<file path="src/rtl/one_second_clk_gen.sv">
`default_nettype none
// ============================================================================
// Module      : one_second_clk_gen
// Description : Square-wave period generator with rising-edge tick, wrapping
//               seconds count and minute tick on seconds wrap.
// Revision    : 1.0 - initial release
// ============================================================================
module one_second_clk_gen #(
    parameter int unsigned CLK_HZ      = 27000000,
    parameter int unsigned DUTY_CYCLES = 13500000,
    parameter int unsigned SEC_WIDTH   = 6,
    parameter int unsigned SEC_MAX     = 59
) (
    input  logic                 clk,
    input  logic                 rst,
    input  logic                 enable,
    input  logic                 sync_clr,
    output logic                 oneSecondClk,
    output logic                 tick,
    output logic [SEC_WIDTH-1:0] seconds,
    output logic                 minute_tick,
    output logic                 running
);

    localparam logic [1:0]           c_ST_STOP   = 2'd0;
    localparam logic [1:0]           c_ST_HIGH   = 2'd1;
    localparam logic [1:0]           c_ST_LOW    = 2'd2;
    localparam logic [31:0]          c_DUTY_LAST = 32'(DUTY_CYCLES - 1);
    localparam logic [31:0]          c_DUTY      = 32'(DUTY_CYCLES);
    localparam logic [31:0]          c_PER_LAST  = 32'(CLK_HZ - 1);
    localparam logic [SEC_WIDTH-1:0] c_SEC_MAX   = SEC_WIDTH'(SEC_MAX);
    localparam logic [SEC_WIDTH-1:0] c_SEC_ONE   = SEC_WIDTH'(1);

    logic [1:0]           r_state;
    logic [31:0]          r_cnt;
    logic                 r_osc;
    logic                 r_tick;
    logic                 r_mtick;
    logic [SEC_WIDTH-1:0] r_sec;

    logic [1:0]           w_state_nxt;
    logic [31:0]          w_cnt_nxt;
    logic                 w_osc_nxt;
    logic                 w_tick_nxt;
    logic                 w_mtick_nxt;
    logic [SEC_WIDTH-1:0] w_sec_nxt;

    always_ff @(posedge clk) begin
        if (rst) begin
            r_state <= c_ST_STOP;
            r_cnt   <= '0;
            r_osc   <= 1'b0;
            r_tick  <= 1'b0;
            r_mtick <= 1'b0;
            r_sec   <= '0;
        end else begin
            r_state <= w_state_nxt;
            r_cnt   <= w_cnt_nxt;
            r_osc   <= w_osc_nxt;
            r_tick  <= w_tick_nxt;
            r_mtick <= w_mtick_nxt;
            r_sec   <= w_sec_nxt;
        end
    end

    always_comb begin
        w_state_nxt = r_state;
        w_cnt_nxt   = r_cnt;
        w_osc_nxt   = r_osc;
        w_tick_nxt  = 1'b0;
        w_mtick_nxt = 1'b0;
        w_sec_nxt   = r_sec;

        if (sync_clr) begin
            // Restart discards any period end landing in the same cycle
            w_cnt_nxt = '0;
            w_sec_nxt = '0;
            if (enable) begin
                w_state_nxt = c_ST_HIGH;
                w_osc_nxt   = 1'b1;
                w_tick_nxt  = 1'b1;
            end else begin
                w_state_nxt = c_ST_STOP;
                w_osc_nxt   = 1'b0;
            end
        end else if (!enable) begin
            w_state_nxt = c_ST_STOP;
            w_osc_nxt   = 1'b0;
            w_cnt_nxt   = '0;
        end else begin
            case (r_state)
                c_ST_STOP: begin
                    w_state_nxt = c_ST_HIGH;
                    w_osc_nxt   = 1'b1;
                    w_tick_nxt  = 1'b1;
                    w_cnt_nxt   = '0;
                end
                c_ST_HIGH: begin
                    if (r_cnt == c_DUTY_LAST) begin
                        w_state_nxt = c_ST_LOW;
                        w_osc_nxt   = 1'b0;
                        w_cnt_nxt   = c_DUTY;
                    end else begin
                        w_cnt_nxt = r_cnt + 32'd1;
                    end
                end
                c_ST_LOW: begin
                    if (r_cnt == c_PER_LAST) begin
                        w_state_nxt = c_ST_HIGH;
                        w_osc_nxt   = 1'b1;
                        w_tick_nxt  = 1'b1;
                        w_cnt_nxt   = '0;
                        if (r_sec == c_SEC_MAX) begin
                            w_sec_nxt   = '0;
                            w_mtick_nxt = 1'b1;
                        end else begin
                            w_sec_nxt = r_sec + c_SEC_ONE;
                        end
                    end else begin
                        w_cnt_nxt = r_cnt + 32'd1;
                    end
                end
                default: begin
                    w_state_nxt = c_ST_STOP;
                    w_osc_nxt   = 1'b0;
                    w_cnt_nxt   = '0;
                end
            endcase
        end
    end

    assign oneSecondClk = r_osc;
    assign tick         = r_tick;
    assign minute_tick  = r_mtick;
    assign seconds      = r_sec;
    assign running      = (r_state != c_ST_STOP);

endmodule
`default_nettype wire
</file>
<file path="config.mk">
export PLATFORM = sky130hd
export DESIGN_NAME = one_second_clk_gen
export DESIGN_NICKNAME = d
export VERILOG_FILES = /design/src/rtl/one_second_clk_gen.sv
export SDC_FILE = /design/constraint.sdc
export NUM_CORES = 1
export LEC_CHECK = 0
export ABC_CLOCK_PERIOD_IN_PS = 4400
export CELL_PAD_IN_SITES_DETAIL_PLACEMENT = 2
export CELL_PAD_IN_SITES_GLOBAL_PLACEMENT = 2
export CORE_ASPECT_RATIO = 1.1
export CORE_MARGIN = 3
export CORE_UTILIZATION = 38
export DETAILED_ROUTE_END_ITERATION = 6
export HOLD_SLACK_MARGIN = 0.12
export PLACE_DENSITY = 0.91
export SYNTH_ARGS = -nofsm -noshare
export SYNTH_HDL_FRONTEND = slang
export SYNTH_SLANG_ARGS = --single-unit
export TNS_END_PERCENT = 1
</file>
<file path="constraint.sdc">
create_clock -name clk -period 4.4 [get_ports clk]
set_input_delay 1.1 -clock clk [delete_from_list [all_inputs] [get_ports clk]]
set_output_delay 1.1 -clock clk [all_outputs]
set_load 0.05 [all_outputs]
</file>
==> Word-level counts from Yosys, hierarchy flattened <==
Index checks and enable logic that the tools add are counted.
{ "totals": {"register_bits": 43, "input_bits": 4, "out_inout_bits": 10, "wordCells": 46} }
{ "op_classes": {"addsub": 2, "n_eq_ne": 7, "mux": 21, "bitwise_logic": 3, "n_reduce_logical": 7} }
{ "ops": {"columns": ["cell", "count"], "rows": [
  ["$mux 32", 2],
  ["$pmux 32 s2", 1],
  ["$add 32x1->32 const B", 1],
  ["$eq 32x24->1 const B", 1],
  ["$eq 32x25->1 const B", 1],
  ["$mux 1", 10],
  ["$mux 2", 4],
  ["$ne 4x4->1 const B", 2],
  ["$add 6x1->6 const B", 1],
  ["$eq 6x6->1 const B", 1],
  ["$mux 6", 1],
  ["$pmux 2 s3", 1],
  ["$reduce_or 5->1", 1],
  ["$not 1->1", 3],
  ["$pmux 1 s3", 1],
  ["$reduce_and 3->1", 1],
  ["$reduce_or 3->1", 1],
  ["$eq 2x1->1 const B", 1],
  ["$eq 2x2->1 const B", 1],
  ["$logic_not 2->1", 1],
  ["$pmux 1 s2", 1],
  ["$reduce_and 2->1", 1],
  ["$reduce_bool 2->1", 1],
  ["$reduce_or 2->1", 1]
]} }

==> Longest topological paths before layout <==
{ "logic_depth": {"word_depth": 5, "depth_mapped": 7, "depth_no_buf": 6} }

==> Worst setup path before layout <==
Ideal clock, no wire load.
{ "synth_timing": {"path_kind": "reg2reg", "from": "reg r_cnt[8]", "to": "reg r_sec[5] (netlist: seconds[5])", "setup_time_ns": 0.070, "arrival_time_ns": 2.432, "required_ns": 4.330, "setup_slack_ns": 1.898, "path_stages_with_launch": 6, "path_buffers": 0, "period_less_slack_ns": 2.502, "path_cell_list": "dfxtp_1 or4_1 or4_4 or4_4 or4_1 a21oi_1"} }
{ "synth_between": {"elab_chain_cells": 2} }
{ "synth_lines": {"columns": ["item", "line", "text"], "rows": [
  ["start: declaration", "35", "logic [31:0] r_cnt;"],
  ["start signal: assignment", "58", "r_cnt <= w_cnt_nxt;"],
  ["$eq 32x25->1", "108", "if (r_cnt == c_PER_LAST) begin"],
  ["$reduce_and 3->1 (no line)", null, null],
  ["end signal: assignment", "62", "r_sec <= w_sec_nxt;"],
  ["end: declaration", "39", "logic [SEC_WIDTH-1:0] r_sec;"]
]} }
No other way between the ends.
A chain may end at the register's enable or synchronous reset.

==> qor.yml <==
outcome: "finished clean"
vias: 1896
die_x_um: 76.8
synthDistinctLibCells: 41
worstPathRequired_ns: 3.30
fillers: 586
multi_input_area_sq_mm: 0.00118
io_buffers: 13
ys_warn_count: 0
ys.flop_type: "dfxtp_1"
holdPathEnd: "r_cnt[0]$_SDFF_PP0_"
synth_nets: 255
cts_root_buf: "clkbuf_8"
cts_tree: "built"
path_buf_inv: 3
reg2reg_slack_ns: 1.44
synth_top_area_share_pct: 40.1
htreeDepth: 2
synthCells: 246
path_class: "flop to primary output"
max_slew_margin_pct: 19.3
fin_crit_ns: 3.03
path_max_fanout: 5
power.density_mw_per_mm2: 321
synthTopCellsByCount: "dfxtp_1 (42), nor2_1 (40), nand3_1 (17), nand2_1 (15), xor2_1 (15)"
detail-route-antenna-nets: 0
hold_violations: 0
dpl.hpwl_mm: 4.52
crit_arrival_ns: 1.93
reg2reg_to: "r_cnt[17]$_SDFF_PP0_"
worst_pin_slew_ns: 1.20
cp_common_cell: "inv_1"
antenna_found_initial: 0
hold_buffers: 0
ys_async_sr_fraction_pct: 0
worstHoldStart: "r_cnt[0]$_SDFF_PP0_"
yosysMostFrequentCell: "dfxtp_1"
cts_buffer_depth: 2
finalSetupTns_ns: 0
cts_buffers: 5
setup_viol: 0
wl_mm: 6.85
intPower_uw: 631
synth_area_per_cell_sq_um: 8.52
rsz0062_at_grt: "no"
dieArea_sq_mm: 0.00645
drc: 0
ys_seq_area_share_pct: 40.1
post_cts_buffers: 0
drtIter0Drc: 96
path_clk_slew_ns: 0.08
ys_top_cells_by_area: "dfxtp_1 (40%), nor2_1 (7.2%), xor2_1 (6.3%), xnor2_1 (5.8%), nand3_1 (4.1%)"
start_util_pct: 40.6
cts.sinks: 42
grt_overflow: 0
endpoint_kind: "primary output"
pwr-share-comb_pct: 3.0
grt_pass1_wl_mm: 11.3
holdCritPathClass: "flop to flop"
avgViaCountPerCell: 5.66
power_frac_clock_pct: 48.3
synth_edf_count: 0
crit_slowest_cell: "clkdlybuf4s50_1"
yosys.area.top_type: "dfxtp_1"
path_cells: "inv_1 -> ha_1 -> inv_1 -> clkdlybuf4s50_1"
peakVddDrop_mv: 0.163
syn_area_sq_mm: 0.00210
fmax_ghz: 0.330
path_delay_family: "buffers and inverters"
final_layout_size_suffix_gt1_share_pct: 7.60
max_stage_delay_ns: 0.81
dr.pass1.iters: 4
io_pins: 14
clock_latency_ns: 0.30
area_growth_pct: 16.6
seq_area_sq_um: 841
min_path_cells: 1
groute.usage.overall_pct: 22.2
fin_crit_sh_pct: 68.9
wire_per_inst_um: 20.4
cts_resized: 0
startpoint_type: "flop"
utilization_pct: 47.3
rows: 27
grt_pass1_vias: 2118
drv_cap: 0
slew_violations: 0
p_switching_uw: 153
layout.nets: 271
finalWeightedCongestion: 0.774
p_total_uw: 784
swShare_pct: 19.5
die_h_um: 83.9
leakagePower_nw: 0.748
n_antenna_cell: 0
core-area_sq_mm: 0.00517
synth-seq-cells: 42
fin_skew_ns: 0.00888
worstReg2RegStart: "r_cnt[8]$_SDFF_PP0_"
rr_worst_depth: 5
grt_max_degree: 19
power_frac_seq_pct: 48.7
[cell usage in the layout (no fill, tap or decap), drive strengths merged, types with 2 or more instances in the layout]
cell / instances
nor3b: 4
xor2: 15
nor2: 40
and4: 5
ha: 5
nand3: 17
buf: 2
a21oi: 4
o21a: 4
xnor2: 14
or3: 4
clkdlybuf4s50: 13
inv: 11
bufinv: 2
o2111ai: 2
and3: 4
nand4: 10
clkbuf: 6
nor3: 6
or4: 8
nor4bb: 2
o21ai: 7
dfxtp: 42
nand2: 15
and4b: 2
nor4: 5
or2: 3
a31oi: 2
[kinds of logic after synthesis]
| logic type | share of synthesized area, % |
|---|---|
| flops | 40.1 |
| fa+ha+maj | 2.98 |
| buf+inv | 3.40 |
| xor+xnor | 12.1 |
| compound gates | 7.04 |
| simple gates | 34.4 |
[power groups by stage]
stage	clock network (mW)	logic, mW	registers, mW
3_5_place_dp	0	0.0230	0.391
3_3_place_gp	0	0.0217	0.391
2_1_floorplan	0	0.00907	0.394
5_1_grt	0.406	0.0249	0.382
4_1_cts	0.388	0.0236	0.382
6_report	0.378	0.0236	0.382
[registers in the layout (all words and copies together), names as in the netlist]
signal and flops:
r_cnt 32, seconds 6, minute_tick 1, oneSecondClk 1
r_state 1, tick 1
[how the worst max path moves through the flow]
stage,end,cells past startpoint,startpoint
2_1_floorplan,seconds[5]$_SDFFE_PP0P_,5,r_cnt[8]$_SDFF_PP0_
3_3_place_gp,seconds[5]$_SDFFE_PP0P_,5,enable
3_5_place_dp,seconds[5]$_SDFFE_PP0P_,5,enable
4_1_cts,running,4,oneSecondClk$_SDFFE_PP0P_
5_1_grt,running,4,oneSecondClk$_SDFFE_PP0P_
6_report,running,4,oneSecondClk$_SDFFE_PP0P_
[layer usage]
metal	routed length (um)	vias to the layer above	GRT usage, %
li1	-	899	-
met1	3030	949	27.1
met2	3480	32	37.9
met3	176	16	4.32
met4	169	0	8.90
met5	0	-	0
[final cells by class]
type / instances / share of cell area, %
clock inverter: 2 / 2.46
inverter: 11 / 1.69
sequential: 42 / 34.4
clock buffer: 6 / 3.38
timing repair buffer: 15 / 5.94
multi-input combinational: 187 / 48.5
tap: 72 / 3.68
[metrics by stage]
step	instances	worst slack (ns)	hold slack [ns]	cell area (sq um)
CTS	335	1.36	0.474	2440
floorplan	246	1.90	0.430	2100
detailed placement	327	1.33	0.454	2300
global placement	327	1.39	0.443	2300
global route	335	1.28	0.511	2440
finish	335	1.37	0.466	2440
Power figures use the tool's default switching activity.
